### src/rtl/interrupt_controller_pkg.sv
// ---------------------------------------------------------------------------
// interrupt_controller_pkg
// Shared definitions for the external interrupt controller: register word
// indices within the 8-word window, the source-ID type and the "no source" ID.
// ---------------------------------------------------------------------------
package interrupt_controller_pkg;

   localparam logic [2:0] IRQ_PENDING    = 3'd0;
   localparam logic [2:0] IRQ_ENABLE     = 3'd1;
   localparam logic [2:0] IRQ_EDGE_MODE  = 3'd2;
   localparam logic [2:0] IRQ_CLAIM      = 3'd3;
   localparam logic [2:0] IRQ_IN_SERVICE = 3'd4;

   // Source IDs are 1-based; ID 0 means no source.
   typedef logic [4:0] irq_id_t;

   localparam irq_id_t IRQ_ID_NONE = 5'd0;

endpackage

### src/rtl/interrupt_controller_gateway.sv
// ---------------------------------------------------------------------------
// irq_gateway
// Per-source front end: two-flop synchroniser, a third delay flop for
// rising-edge detection, and the pending flop.
// Ports:
//   clk, rst      clock, asynchronous active-high reset
//   src           raw (asynchronous) device line
//   edge_mode     1 = edge triggered, 0 = level triggered
//   in_service    source currently claimed by firmware
//   claim_clear   this source is being claimed on this edge
//   pending       latched pending state
// ---------------------------------------------------------------------------
module irq_gateway (
   input  logic clk,
   input  logic rst,
   input  logic src,
   input  logic edge_mode,
   input  logic in_service,
   input  logic claim_clear,
   output logic pending
);

   logic sync1_reg;
   logic sync2_reg;
   logic delay_reg;
   logic pending_reg;
   logic rise;

   assign rise    = sync2_reg & ~delay_reg;
   assign pending = pending_reg;

   always_ff @(posedge clk or posedge rst) begin
      if (rst) begin
         sync1_reg   <= 1'b0;
         sync2_reg   <= 1'b0;
         delay_reg   <= 1'b0;
         pending_reg <= 1'b0;
      end else begin
         sync1_reg <= src;
         sync2_reg <= sync1_reg;
         delay_reg <= sync2_reg;
         // A claim always wins: an edge arriving on the claim cycle is dropped.
         if (claim_clear) begin
            pending_reg <= 1'b0;
         end else if (edge_mode) begin
            // Edges are captured even while in service so they are not lost.
            if (rise) begin
               pending_reg <= 1'b1;
            end
         end else if (sync2_reg && !in_service) begin
            pending_reg <= 1'b1;
         end
      end
   end

endmodule

### src/rtl/interrupt_controller.sv
// ---------------------------------------------------------------------------
// interrupt_controller
// Memory-mapped external interrupt controller. Latches up to NUM_SOURCES
// device lines, masks them with ENABLE, raises a single registered request
// and lets firmware claim/complete sources through a register window.
// Ports:
//   clk_i, reset_i    clock, asynchronous active-high reset
//   src_i             raw device lines, bit n is source ID n+1
//   addr_i            register word index
//   read_enable_i     read strobe; read_data_o valid one cycle later
//   read_data_o       registered read data (0 when not reading)
//   write_enable_i    write strobe
//   write_data_i      write data
//   irq_o             registered request to the CPU
// ---------------------------------------------------------------------------
module interrupt_controller
   import interrupt_controller_pkg::*;
#(
   parameter int NUM_SOURCES = 8
) (
   input  logic                   clk_i,
   input  logic                   reset_i,
   input  logic [NUM_SOURCES-1:0] src_i,
   input  logic [2:0]             addr_i,
   input  logic                   read_enable_i,
   output logic [31:0]            read_data_o,
   input  logic                   write_enable_i,
   input  logic [31:0]            write_data_i,
   output logic                   irq_o
);

   logic [NUM_SOURCES-1:0] pending;
   logic [NUM_SOURCES-1:0] enable_reg;
   logic [NUM_SOURCES-1:0] edge_mode_reg;
   logic [NUM_SOURCES-1:0] in_service_reg;
   logic [NUM_SOURCES-1:0] claimable;
   logic [NUM_SOURCES-1:0] claim_mask;
   logic [NUM_SOURCES-1:0] complete_mask;
   logic [31:0]            read_data_reg;
   logic                   irq_reg;
   irq_id_t                claim_id;
   logic                   claim_fire;
   logic                   complete_we;
   logic                   unused_write_data;

   assign unused_write_data = ^write_data_i;

   assign claimable   = pending & enable_reg & ~in_service_reg;
   assign claim_fire  = read_enable_i && (addr_i == IRQ_CLAIM) && (claim_id != IRQ_ID_NONE);
   assign complete_we = write_enable_i && (addr_i == IRQ_CLAIM);

   // Lowest index wins: scan downwards so the last hit is the lowest.
   always_comb begin
      claim_id = IRQ_ID_NONE;
      for (int n = NUM_SOURCES - 1; n >= 0; n--) begin
         if (claimable[n]) begin
            claim_id = irq_id_t'(n + 1);
         end
      end
   end

   generate
      for (genvar gi = 0; gi < NUM_SOURCES; gi++) begin : g_src
         // ID 0 and out-of-range IDs never match any gi, so they fall out here.
         assign claim_mask[gi]    = claim_fire && (claim_id == irq_id_t'(gi + 1));
         assign complete_mask[gi] = complete_we && in_service_reg[gi] &&
                                    (write_data_i[4:0] == irq_id_t'(gi + 1));

         irq_gateway u_gateway (
            .clk         (clk_i),
            .rst         (reset_i),
            .src         (src_i[gi]),
            .edge_mode   (edge_mode_reg[gi]),
            .in_service  (in_service_reg[gi]),
            .claim_clear (claim_mask[gi]),
            .pending     (pending[gi])
         );
      end
   endgenerate

   always_ff @(posedge clk_i or posedge reset_i) begin
      if (reset_i) begin
         enable_reg     <= '0;
         edge_mode_reg  <= '0;
         in_service_reg <= '0;
         read_data_reg  <= '0;
         irq_reg        <= 1'b0;
      end else begin
         irq_reg <= |claimable;

         if (write_enable_i && (addr_i == IRQ_ENABLE)) begin
            enable_reg <= write_data_i[NUM_SOURCES-1:0];
         end
         if (write_enable_i && (addr_i == IRQ_EDGE_MODE)) begin
            edge_mode_reg <= write_data_i[NUM_SOURCES-1:0];
         end

         // Complete is applied before claim so a same-cycle complete+claim
         // of one ID leaves it in service.
         in_service_reg <= (in_service_reg & ~complete_mask) | claim_mask;

         if (read_enable_i) begin
            case (addr_i)
               IRQ_PENDING:    read_data_reg <= 32'(pending);
               IRQ_ENABLE:     read_data_reg <= 32'(enable_reg);
               IRQ_EDGE_MODE:  read_data_reg <= 32'(edge_mode_reg);
               IRQ_CLAIM:      read_data_reg <= 32'(claim_id);
               IRQ_IN_SERVICE: read_data_reg <= 32'(in_service_reg);
               default:        read_data_reg <= '0;
            endcase
         end else begin
            read_data_reg <= '0;
         end
      end
   end

   assign read_data_o = read_data_reg;
   assign irq_o       = irq_reg;

endmodule

### config.mk
export PLATFORM = sky130hd
export DESIGN_NAME = interrupt_controller
export DESIGN_NICKNAME = d
export VERILOG_FILES = /design/src/rtl/interrupt_controller_pkg.sv /design/src/rtl/interrupt_controller_gateway.sv /design/src/rtl/interrupt_controller.sv
export SDC_FILE = /design/constraint.sdc
export NUM_CORES = 1
export LEC_CHECK = 0
export CORE_MARGIN = 2
export CORE_UTILIZATION = 39
export DETAILED_ROUTE_END_ITERATION = 8
export MAX_ROUTING_LAYER = met4
export PLACE_DENSITY = 0.73
export SETUP_SLACK_MARGIN = 0.1
export SYNTH_ARGS = -nofsm -noshare
export SYNTH_HDL_FRONTEND = slang
export SYNTH_SLANG_ARGS = --single-unit
### constraint.sdc
create_clock -name clk_i -period 3.5 [get_ports clk_i]
set_clock_uncertainty 0.2 [all_clocks]
set_input_delay 0.525 -clock clk_i [delete_from_list [all_inputs] [get_ports clk_i]]
set_output_delay 0.525 -clock clk_i [all_outputs]
set_load 0.1 [all_outputs]
[After elaboration in Yosys (flattened, before gate mapping)]
Index checks and enable logic that the tools add are counted.
Word-level totals
  bits of input ports: 47
  register bits: 89
  output and inout bits: 33
Cells by class
  muxes and demuxes: 42
  reduce and logical (&&, ||, !) cells: 64
  bitwise gates (word level): 22
  equality and inequality tests: 28
Operators by type and width (number)
  $eq 5x3->1 const B: 8
  $pmux 8 s5: 1
  $logic_and 1x1->1: 37
  $mux 5: 7
  $mux 1: 32
  $mux 32: 1
  $and 8x8->8: 3
  $ne 3x1->1 const B: 8
  $reduce_bool 3->1: 8
  $eq 5x2->1 const B: 4
  $not 8->8: 2
  $reduce_and 2->1: 8
  $eq 5x1->1 const B: 2
  $eq 5x4->1 const B: 2
  $and 1x1->1: 8
  $logic_not 1->1: 8
  $not 1->1: 8
  $or 8x8->8: 1
  $reduce_or 8->1: 1
  $eq 3x2->1 const B: 2
  $reduce_bool 5->1: 1
  $mux 4: 1
  $eq 3x1->1 const B: 1
  $eq 3x3->1 const B: 1
  $logic_not 3->1: 1

[Depth between registers and ports, before layout]
  word-level depth: 15
  depth in mapped cells: 7
  depth with buffers taken out: 5

[Hierarchy]
Synthesis repeated with hierarchy kept, for this count alone.
Unflattened totals
  cell total of the unflattened synthesis: 266
  area total of the unflattened synthesis: 3173.0 um^2
By module, submodules not included
  interrupt_controller: cells each 194, instances 1, area each 2072.0 um^2, sequential area each 825.8 um^2
  irq_gateway: cells each 9, instances 8, area each 137.6 um^2, sequential area each 100.1 um^2

[Least setup slack after synthesis]
OpenSTA, ideal clock, no wires.
  kind: input port to flip-flop
  start: in addr_i[1]
  end: reg in_service_reg[6]
  buffers on the path: 2
  stages on the path: 7
  arrival time: 1.537 ns
  slack: 1.641 ns
  path through: and3b_1 buf_6 and4_1 and3_1 buf_2 and4b_1 nand2b_1
On the way
  word-level cells in the longest chain between the ends: 7
  elaborated cells between the ends (all ways): 10
  classes of those cells: eq/ne: 1; bitwise: 3; reduce/logical: 6
Ends and longest elaborated chain
  start: declaration: RTL line interrupt_controller.sv:24  | input logic [2:0] addr_i,
  $eq 3x2->1 (*): RTL line interrupt_controller.sv:49, interrupt_controller.sv:50
  $logic_and 1x1->1: RTL line interrupt_controller.sv:50  | assign complete_we = write_enable_i && (addr_i == IRQ_CLAIM);
  $logic_and 1x1->1 (2 in series): RTL line interrupt_controller.sv:66  | assign complete_mask[gi] = complete_we && in_service_reg[gi] &&
  $not 8->8: RTL line interrupt_controller.sv:100  | in_service_reg <= (in_service_reg & ~complete_mask) | claim_mask;
  $and 8x8->8: RTL line interrupt_controller.sv:100
  $or 8x8->8 (*): RTL line interrupt_controller.sv:100
  end signal: assignment: RTL line interrupt_controller.sv:100
  end: declaration: RTL line interrupt_controller.sv:35  | logic [NUM_SOURCES-1:0] in_service_reg;
Every way passes the cells marked *; elsewhere a longest branch is shown, timed or not.
A chain may end at the register's enable or synchronous reset.

[Worst setup path after layout]
  start: reg read_data_reg[4], in the netlist read_data_o[4]
  end: out read_data_o[4]
RTL lines
  start: declaration: RTL line interrupt_controller.sv:39  | logic [31:0] read_data_reg;
  start signal: assignment: RTL line interrupt_controller.sv:104  | IRQ_PENDING: read_data_reg <= 32'(pending);
  start signal: assignment: RTL line interrupt_controller.sv:105  | IRQ_ENABLE: read_data_reg <= 32'(enable_reg);
  start signal: assignment: RTL line interrupt_controller.sv:106  | IRQ_EDGE_MODE: read_data_reg <= 32'(edge_mode_reg);
  end: declaration: RTL line interrupt_controller.sv:26  | output logic [31:0] read_data_o,
No word-level cell between the ends.

==> summary.txt <==
Cells and area
  • Layout cell share with drive strength beyond 1: 15.9%
  • Number of diodes: 0
  • Nets: 337
  • Area grow syn2layout: 18.6%
  • Fill cells: between 600 and 700
  • Final Cell Area: approximately 3500 um2

CTS
  • Clk buf depth: 2
  • Post_cts resized: 0
  • CTS tree: yes
  • Clock root cell: clkbuf_8
  • CTS buffer count: 9
  • H-tree depth: 3
  • Cts hold-fix bufs: 0
  • Reg clk slew, reported paths: approximately 70 ps
  • TritonCTS Sinks: 65
  • Post-CTS setup buffers: 0
  • Worst-Skew Late Latency: 340 ps

Synthesis
  • Ys async rst share: 100%
  • Register bit total from synthesis: 65
  • Mapped Area: between 2000 and 3000 um2
  • Post-synth EDFFs: 0
  • Largest cells by area after synthesis: dfrtp_1 56%, buf_4 6.2%, mux2_2 6.2%, mux2i_1 5.5%, a21oi_1 3.3%
  • Mean Syn Cell Area: ~12 um2
  • Mapped Cells: about 250
  • Sequential-to-total area share from yosys stat: a little under three fifths
  • Synthesis Warnings: 0
  • Cell with the most instances after synthesis: dfrtp_1
  • Most used DFF post-synth: dfrtp_1
  • Yosys top cell by area: dfrtp_1
  • Synth cell count leaders: 65 x dfrtp_1, 24 x buf_4, 19 x a21oi_1, 19 x nor2_1
  • Distinct cells, synth: 43
  • Yosys top cell area share: ~56%

Global route
  • Vias in the first global route: 1889
  • Largest net degree at the start of global routing: 34
  • Total GRT Usage: 16.3%
  • Initial antenna violation count: 0
  • Congestion Overflow GR: 0
  • First-pass GRT wire length: between 9000 and 10000 um

Route
  • Via/cell ratio: ~5.1
  • Antenna viol nets, final: 0
  • Drt first pass iters: 4
  • Vias: between 1500 and 2000
  • Final wirelength: just over 6000 um
  • DR DRC count: 0
  • Drt initial violations: approximately 130
  • DR WL/cell: roughly 15 um

STA
  • Relative slew margins: a little over a third
  • Fin crit period: 2530 ps
  • RSZ-0062 raised after global routing: false
  • Setup tns final: 0 ps
  • Peak Freq: 0.396 GHz
  • Worst Tran Pin Value: between 900 and 1000 ps
  • Final slew viol count: 0
  • Final hold viol count: 0
  • Tcrit/Tclk final: between 70 and 80%
  • Final-report setup violation count: 0

Pwr
  • Seq pwr share: between 40% and 50%
  • Total internal power: approximately 1400 uW
  • Sw frac: between 30% and 40%
  • Logic pwr share: between 30% and 40%
  • Static Leakage: roughly 0.0015 uW
  • Total power draw: 2160 uW
  • P_sw: between 700 and 800 uW
  • Maximum vdd drop: 0.000219 V
  • Power density over the cells: between 600 and 700 nW/um2
  • Clk pwr share: about a quarter

Hold path
  • HP Start: g_src[3].u_gateway.sync1_reg$_DFF_PP0_
  • Min-delay worst type: flop to flop
  • Min-Delay Path Depth: 0
  • Worst hold endpoint: g_src[3].u_gateway.sync2_reg$_DFF_PP0_

Worst setup path
  • CP Data Arrival Time: approximately 1800 ps
  • Crit Path Class: flop to output pin
  • Startpoint Class: flop
  • CP peak stage delay: 1130 ps
  • CP max stage cell: clkdlybuf4s50_1
  • CP bufs+invs: 1
  • Worst-case reg-to-reg path depth: 5
  • R2R Setup Slk: approximately 1600 ps
  • CP Data Required Time: around 2800 ps
  • CP cell instances: clkdlybuf4s50_1
  • Top delay family on crit path: buffers and inverters
  • Worst-path fanout max: 1
  • Worst r2r dst: in_service_reg[6]$_DFF_PP0_
  • Crit. End Element: output pin
  • Worst r2r src: in_service_reg[0]$_DFF_PP0_
  • Crit path from: read_data_o[4]$_DFF_PP0_

Placed design
  • Placed cell areas: around 3300 um2
  • IO Port Bufs: 31
  • Post-DP HPWL: about 4300 um
  • Gpl congestion: around 0.9

Floorplanning
  • Chip Height: between 90 and 100 um
  • Floorplan row count: 31
  • Die Area: ~8000 um2
  • Initial Utilization: between 40 and 50%
  • Core Region: between 7000 and 8000 um2
  • I/O pin count: 80
  • Die width: slightly above 90 um

Run
  • Max-Cap Viols: 0

Status
  • Status: complete, no violations
per-stage QoR:
| step | setup slack [ps] | utilization [%] | hold slack [ps] | std cells |
|---|---|---|---|---|
| global route | 900 | 47.8 | 155 | 394 |
| global placement | 786 | 45.4 | 133 | 378 |
| CTS | 946 | 47.8 | 150 | 394 |
| detailed placement | 805 | 45.4 | 135 | 378 |
| finish | 972 | 47.8 | 147 | 394 |
| floorplan | 1150 | - | 131 | 271 |
power groups by stage:
stage | sequential [uW] | combinational [uW] | clock [uW]
after global placement | 962 | 636 | 0
after CTS | 954 | 647 | 577
after detailed placement | 968 | 645 | 0
after floorplan | 1000 | 477 | 0
after global routing | 969 | 700 | 607
final | 955 | 649 | 559
routing by layer:
layer | GRT usage (%) | up-vias | wire (um)
li1 | - | 922 | -
met1 | 21.1 | 978 | 2700
met2 | 23.5 | 78 | 2880
met3 | 4.26 | 16 | 368
met4 | 8.33 | 0 | 141
met5 | - | - | 0
worst max path at each step:
stage                                                   to  slack, ps  cells after the start
global route                      read_data_o[3]$_DFF_PP0_        900                      6
detailed placement  g_src[6].u_gateway.pending$_DFFE_PP0P_        800                      7
finish                                      read_data_o[4]        970                      1
floorplan                     edge_mode_reg[0]$_DFFE_PP0P_       1150                      1
global placement               in_service_reg[6]$_DFF_PP0_        790                      7
CTS                                         read_data_o[4]        950                      1
cell families after synthesis:
logic type,Yosys count,share of synthesized area [%]
mux,32,11.6
other cells,1,0.128
simple gates,66,13.0
flops,65,55.6
buf+inv,31,7.48
compound gates,53,12.1
placed cells by master (no fill, tap or decap), types with 3 or more instances in the layout:
master           synthesis  layout
nand3_1                  3       3
buf_4                   24       6
nand2b_1                 7       7
a21oi_1                 19      19
o21ai_0                 10      10
clkdlybuf4s50_1          0      31
mux2i_1                 16      16
and3b_1                  4       4
dfrtp_1                 65      65
conb_1                   1      24
clkbuf_8                 0      11
nand3b_1                 7       7
nand2_1                 11      11
clkinv_2                 0       3
nor2_1                  19      19
mux2_2                  16      16
a2bb2oi_1                8       8
final cells by class:
type                            count  area (um2)  share of cell area (%)
Clock inverter                      3        15.0                   0.433
Multi-Input combinational cell    175        1170                    33.6
Timing Repair Buffer               38         375                    10.8
Clock buffer                       13         159                    4.58
Inverter                            1        3.75                   0.108
Sequential cell                    65        1630                    46.9
Tap cell                           99         124                    3.57
Power figures use the tool's default switching activity.
